===== config.mk =====
export PLATFORM = sky130hd
export DESIGN_NAME = instr_encoder
export DESIGN_NICKNAME = d
export VERILOG_FILES = /design/src/rtl/instr_encoder.sv
export SDC_FILE = /design/constraint.sdc
export NUM_CORES = 1
export LEC_CHECK = 0
export ABC_AREA = 1
export BUFFER_PORTS_ARGS = -buffer_cell sky130_fd_sc_hd__buf_2
export CAP_MARGIN = 10
export CORE_MARGIN = 5
export CORE_UTILIZATION = 45
export DETAILED_ROUTE_END_ITERATION = 6
export GPL_TIMING_DRIVEN = 0
export PLACE_DENSITY_LB_ADDON = 0.3
export SYNTH_ARGS = -nofsm -noshare
export SYNTH_HDL_FRONTEND = slang
export SYNTH_SLANG_ARGS = --single-unit

===== constraint.sdc =====
create_clock -name clock -period 2.3 [get_ports clock]
set_clock_uncertainty 0.1 [all_clocks]
set_input_delay 0.115 -clock clock [delete_from_list [all_inputs] [get_ports clock]]
set_output_delay 0.115 -clock clock [all_outputs]
set_load 0.05 [all_outputs]

===== src/rtl/instr_encoder.sv =====
// Instruction encoder: turns a class/field request into a 32-bit instruction word
// and queues it, with its illegal flag, in a 2-entry FIFO. Illegal requests become NOPs.
module instr_encoder (
    input  logic        clock,
    input  logic        reset,
    input  logic        in_valid,
    output logic        in_ready,
    input  logic [3:0]  in_class,
    input  logic [2:0]  in_funct3,
    input  logic        in_alt,
    input  logic [4:0]  in_rd,
    input  logic [4:0]  in_rs1,
    input  logic [4:0]  in_rs2,
    input  logic [19:0] in_imm,
    output logic        out_valid,
    input  logic        out_ready,
    output logic [31:0] out_instr,
    output logic        out_illegal,
    output logic [15:0] enc_count,
    output logic [7:0]  err_count
);

    localparam logic [3:0] CLASS_R_TYPE = 4'd0;
    localparam logic [3:0] CLASS_ARITH_I = 4'd1;
    localparam logic [3:0] CLASS_LOAD = 4'd2;
    localparam logic [3:0] CLASS_STORE = 4'd3;
    localparam logic [3:0] CLASS_SUBI = 4'd4;
    localparam logic [3:0] CLASS_JAL = 4'd5;
    localparam logic [3:0] CLASS_JALR = 4'd6;
    localparam logic [3:0] CLASS_BRANCH = 4'd7;
    localparam logic [3:0] CLASS_AUIPC = 4'd8;

    localparam logic [6:0] OP_R_TYPE = 7'b0110011;
    localparam logic [6:0] OP_ARITH_I = 7'b0010011;
    localparam logic [6:0] OP_LOAD = 7'b0000011;
    localparam logic [6:0] OP_STORE = 7'b0100011;
    localparam logic [6:0] OP_SUBI = 7'b0011111;
    localparam logic [6:0] OP_JAL = 7'b1101111;
    localparam logic [6:0] OP_JALR = 7'b1100111;
    localparam logic [6:0] OP_BRANCH = 7'b1100011;
    localparam logic [6:0] OP_AUIPC = 7'b0010111;

    localparam logic [31:0] NOP_INSTR = 32'h0000_0013;

    localparam logic [1:0] ST_EMPTY = 2'd0;
    localparam logic [1:0] ST_ONE = 2'd1;
    localparam logic [1:0] ST_FULL = 2'd2;

    logic [31:0] enc_instr;
    logic        enc_illegal;
    logic [31:0] raw_instr;
    logic [32:0] new_entry;

    logic [1:0]  state_q, state_d;
    logic [32:0] head_q, head_d;
    logic [32:0] tail_q, tail_d;
    logic [15:0] enc_count_q, enc_count_d;
    logic [7:0]  err_count_q, err_count_d;

    logic push;
    logic pop;

    // Field placement per class; the shift-immediate form keeps funct7 in the top bits.
    always_comb begin
        raw_instr = NOP_INSTR;
        enc_illegal = 1'b0;
        case (in_class)
            CLASS_R_TYPE: begin
                raw_instr = {1'b0, in_alt, 5'b00000, in_rs2, in_rs1, in_funct3, in_rd, OP_R_TYPE};
                enc_illegal = in_alt && (in_funct3 != 3'b000) && (in_funct3 != 3'b101);
            end
            CLASS_ARITH_I: begin
                if ((in_funct3 == 3'b001) || (in_funct3 == 3'b101)) begin
                    raw_instr = {1'b0, in_alt, 4'b0000, in_imm[5:0], in_rs1, in_funct3, in_rd, OP_ARITH_I};
                    enc_illegal = in_alt && (in_funct3 == 3'b001);
                end else begin
                    raw_instr = {in_imm[11:0], in_rs1, in_funct3, in_rd, OP_ARITH_I};
                end
            end
            CLASS_LOAD: begin
                raw_instr = {in_imm[11:0], in_rs1, in_funct3, in_rd, OP_LOAD};
            end
            CLASS_STORE: begin
                raw_instr = {in_imm[11:5], in_rs2, in_rs1, in_funct3, in_imm[4:0], OP_STORE};
            end
            CLASS_SUBI: begin
                raw_instr = {in_imm[11:0], in_rs1, 3'b000, in_rd, OP_SUBI};
            end
            CLASS_JAL: begin
                raw_instr = {in_imm[19], in_imm[9:0], in_imm[10], in_imm[18:11], in_rd, OP_JAL};
            end
            CLASS_JALR: begin
                raw_instr = {in_imm[11:0], in_rs1, 3'b000, in_rd, OP_JALR};
            end
            CLASS_BRANCH: begin
                raw_instr = {in_imm[11], in_imm[9:4], in_rs2, in_rs1, in_funct3,
                             in_imm[3:0], in_imm[10], OP_BRANCH};
                enc_illegal = (in_funct3 == 3'b010) || (in_funct3 == 3'b011);
            end
            CLASS_AUIPC: begin
                raw_instr = {in_imm[19:0], in_rd, OP_AUIPC};
            end
            default: begin
                raw_instr = NOP_INSTR;
                enc_illegal = 1'b1;
            end
        endcase
    end

    always_comb begin
        enc_instr = enc_illegal ? NOP_INSTR : raw_instr;
        new_entry = {enc_illegal, enc_instr};
    end

    assign in_ready = (state_q != ST_FULL);
    assign out_valid = (state_q == ST_ONE) || (state_q == ST_FULL);
    assign push = in_valid && in_ready;
    assign pop = out_valid && out_ready;

    // head always holds the oldest entry, so a pop from FULL shifts tail forward.
    always_comb begin
        state_d = state_q;
        head_d = head_q;
        tail_d = tail_q;
        case (state_q)
            ST_EMPTY: begin
                if (push) begin
                    head_d = new_entry;
                    state_d = ST_ONE;
                end
            end
            ST_ONE: begin
                if (push && pop) begin
                    head_d = new_entry;
                end else if (push) begin
                    tail_d = new_entry;
                    state_d = ST_FULL;
                end else if (pop) begin
                    state_d = ST_EMPTY;
                end
            end
            ST_FULL: begin
                if (pop) begin
                    head_d = tail_q;
                    state_d = ST_ONE;
                end
            end
            default: begin
                state_d = ST_EMPTY;
            end
        endcase
    end

    always_comb begin
        enc_count_d = enc_count_q;
        err_count_d = err_count_q;
        if (push) begin
            enc_count_d = enc_count_q + 16'd1;
            if (enc_illegal && (err_count_q != 8'hFF)) begin
                err_count_d = err_count_q + 8'd1;
            end
        end
    end

    always_ff @(posedge clock) begin
        if (reset) begin
            state_q <= ST_EMPTY;
            head_q <= '0;
            tail_q <= '0;
            enc_count_q <= '0;
            err_count_q <= '0;
        end else begin
            state_q <= state_d;
            head_q <= head_d;
            tail_q <= tail_d;
            enc_count_q <= enc_count_d;
            err_count_q <= err_count_d;
        end
    end

    // Outputs are gated so a drained FIFO never shows a stale word or flag.
    assign out_instr = out_valid ? head_q[31:0] : 32'h0000_0000;
    assign out_illegal = out_valid && head_q[32];
    assign enc_count = enc_count_q;
    assign err_count = err_count_q;

endmodule


==> impl_metrics.py <==
metrics = {
    "worst_setup_path": {
        "crit_family": "buffers and inverters",
        "cp_max_fo": 10,
        "cp.buffers_inverters": 5,
        "endpoint_kind": "output port",
        "slowest_stage": "ha_2",
        "r2r_slack_ns": 0.15,
        "critPathArrivalTime_ns": 1.99,
        "cp_slowest_stage_delay_ns": 0.42,
        "crit_chain": "inv_1 -> ha_2 -> clkbuf_4 -> nand2_1 -> clkinvlp_4 -> buf_4 -> clkbuf_4",
        "crit_path_frequent_cell": "clkbuf_4",
        "startpoint_type": "register",
        "timing.rr.end": "head_q[10]",
        "worstRegToRegCells": 12,
        "cp.required_ns": 2.09,
        "crit_type": "register to output port",
        "worstReg2RegStart": "state_q[0]",
    },
    "detailed_routing": {
        "dr.pass1.iters": 6,
        "routed_wirelength_mm": 17.9,
        "postRouteAntennaNets": 0,
        "dr_total_vias": 6428,
        "avgViaCountPerCell": 5.33,
        "routedWlPerCell_um": 14.8,
        "drc_errors": 0,
        "dr.first_iter.drc_count": 669,
    },
    "global_routing": {
        "grt_pass1_vias": 5780,
        "use_met3": 0.0527,
        "grtUsageMet2": 0.375,
        "grt_pass1_wl_mm": 28.9,
        "grt_max_degree": 16,
        "antenna_found_initial": 0,
        "grt.overflow.total": 0,
        "globalRouteTotalUtil": 0.242,
        "gr-usage-met1": 0.342,
        "grt_busiest_layer": "met2",
    },
    "yosys": {
        "yosysSeqAreaShare": 0.324,
        "synth.top_cell.area_share": 0.324,
        "ys_warn_count": 0,
        "yosys.cell_count.top_type": "nand2_1",
        "ys_types": 29,
        "synthTopCellsByArea": "dfxtp_1 32%, nand2_1 17%, a21oi_1 10%",
        "synth_area_um2": 5560,
        "avgSynthCellArea_um2": 6.07,
        "synth-edff-count": 0,
        "synthFlopType": "dfxtp_1",
        "synth_common_cells": "246 x nand2_1, 112 x a21oi_1, 111 x nand3_1, 90 x dfxtp_1, 84 x inv_1",
        "synth_seq_cells": 90,
        "async_flop_share": 0,
        "synthesis.nets": 970,
        "postSynthCellCount": 916,
        "yosys.area.top_type": "dfxtp_1",
    },
    "pwr": {
        "p_int_mw": 3.77,
        "p_per_area_nw_per_um2": 1050,
        "pwr-share-seq": 0.301,
        "p_switching_mw": 3.27,
        "pwr-share-clk": 0.217,
        "total_power_mw": 7.05,
        "sw_frac_of_total": 0.465,
        "pwr-share-comb": 0.483,
        "ir_worst_vdd_mv": 0.498,
        "p_leak_nw": 3.32,
    },
    "sta": {
        "slew_headroom": 0.620,
        "min_period_over_period": 0.959,
        "period_needed_ns": 2.21,
        "tightest_slew_ns": 0.570,
        "finalSetupViolCount": 0,
        "whs_ns": 0.0407,
        "drv_slew": 0,
        "fmax_mhz": 453,
        "rsz0062_at_grt": "true",
        "fin_ws_ns": 0.0946,
        "finalHoldViolations": 0,
    },
    "clock_tree": {
        "clock_sinks": 90,
        "root_buffer": "clkbuf_16",
        "cts_buffer_depth": 2,
        "cts_hold_buf": 0,
        "clk_pin_slew_ns": 0.06,
        "cts_made_buffers": 9,
        "cts_tree": "built",
        "htreeDepth": 3,
        "clkLatencyLatePin_ns": 0.34,
    },
    "worst_hold_path": {
        "worstHoldStart": "reset",
        "whs_path_depth": 2,
        "hold_class": "input port to register",
        "hold_path_end": "enc_count[12]",
    },
    "status": {
        "status": "complete, no violations",
    },
    "floorplanning": {
        "dieHeight_um": 121,
        "core_region_area_um2": 12100,
        "num_io_pins": 106,
        "initial_core_util": 0.461,
        "rows": 40,
        "dieWidth_um": 121,
        "die-area_um2": 14700,
    },
    "final_layout": {
        "diodes": 0,
        "nets": 1088,
        "drive_gt1_frac": 0.168,
        "design_area_um2": 6700,
        "syn2layout_area_growth_pct": 20.6,
    },
    "placement": {
        "dp_hpwl_mm": 13.2,
        "placed_area_um2": 6290,
        "place_congestion": 0.959,
        "pre_cts_ws_ns": -0.277,
        "port_buffers": 104,
    },
    "run": {
        "drv_cap": 0,
    },
}
-- cells in the final DEF, fill, tap and decap left out, drive strengths merged, types with 11 or more instances in the layout --
cell / n
inv: 90
nand3: 113
nor3: 11
buf: 126
nand2: 247
o21ai: 89
clkbuf: 42
dfxtp: 90
a21oi: 112
nor2: 79
-- what timing repair did --
| action | in CTS | in global routing |
|---|---|---|
| gates resized for setup | 16 | 25 |
| setup buffers | 0 | 4 |
| pin swaps | 0 | 1 |
| endpoints found under the setup margin | 92 | 72 |
| gates cloned | 0 | 0 |
-- logic make-up (layout without fill, tap and decap cells) --
kind of cell	count (synthesis)	after routing	share of synthesized area
AND/OR/NAND/NOR	460	460	0.355
AO/OA/AOI/OAI	209	209	0.192
buffers and inverters	140	263	0.0977
flip-flops	90	90	0.324
XOR/XNOR	10	10	0.0158
adder cells (fa/ha/maj)	7	7	0.0158
-- state kept, by name, summed over array words and instances, names as in the netlist --
register   flops
tail_q        32
enc_count     16
head_q        32
err_count      8
state_q        2
-- layout make-up --
class | instances | area (um^2)
sequential | 90 | 1800
multi-input combinational | 686 | 3250
clock inverter | 5 | 60.1
fill | 1270 | 5360
buffer | 49 | 233
tap | 168 | 210
inverter | 90 | 344
timing repair buffer | 108 | 553
clock buffer | 11 | 253
-- worst register-to-register path, cell delays in order, from the launching register on --
cell and delay (ns):
dfxtp_2 0.37, inv_1 0.07, ha_1 0.19, buf_4 0.18, nor2_8 0.13, buf_4 0.13
nand2_1 0.06, nand2_1 0.10, nand3b_4 0.15, inv_4 0.12, clkbuf_4 0.20, o21ai_0 0.11
a21oi_1 0.16
-- metal layers --
metal / wire length (um) / vias up
met5: 0 / -
met3: 1590 / 26
met1: 8130 / 2879
met4: 242 / 0
li1: - / 3235
met2: 7950 / 288
-- stage by stage --
| step | setup TNS (ns) | util | instances |
|---|---|---|---|
| 2_1_floorplan | 0 | - | 916 |
| 3_3_place_gp | -8.59 | 0.522 | 1188 |
| 3_5_place_dp | -11.36 | 0.522 | 1188 |
| 4_1_cts | 0 | 0.551 | 1203 |
| 5_1_grt | -0.0623 | 0.556 | 1207 |
| 6_report | 0 | 0.556 | 1207 |
-- how the worst max path moves through the flow --
stage	startpoint	end	slack, ns	cells after the start
global placement	state_q[0]	head_q[8]	-0.21	12
CTS	state_q[0]	tail_q[26]	0.006	8
floorplan	state_q[0]	out_instr[1]	0.09	7
finish	state_q[1]	out_instr[1]	0.09	7
global route	state_q[1]	head_q[10]	-0.02	11
detailed placement	state_q[0]	head_q[25]	-0.28	12
-- power by group through the flow --
stage / Clock, mW / Combinational, mW / Sequential [mW]
after detailed placement: 0 / 3.19 / 2.14
after global routing: 1.62 / 3.73 / 2.16
after CTS: 1.55 / 3.29 / 2.11
after global placement: 0 / 3.16 / 2.13
final: 1.53 / 3.40 / 2.12
after floorplan: 0 / 2.30 / 2.14
Power figures use the tool's default switching activity.
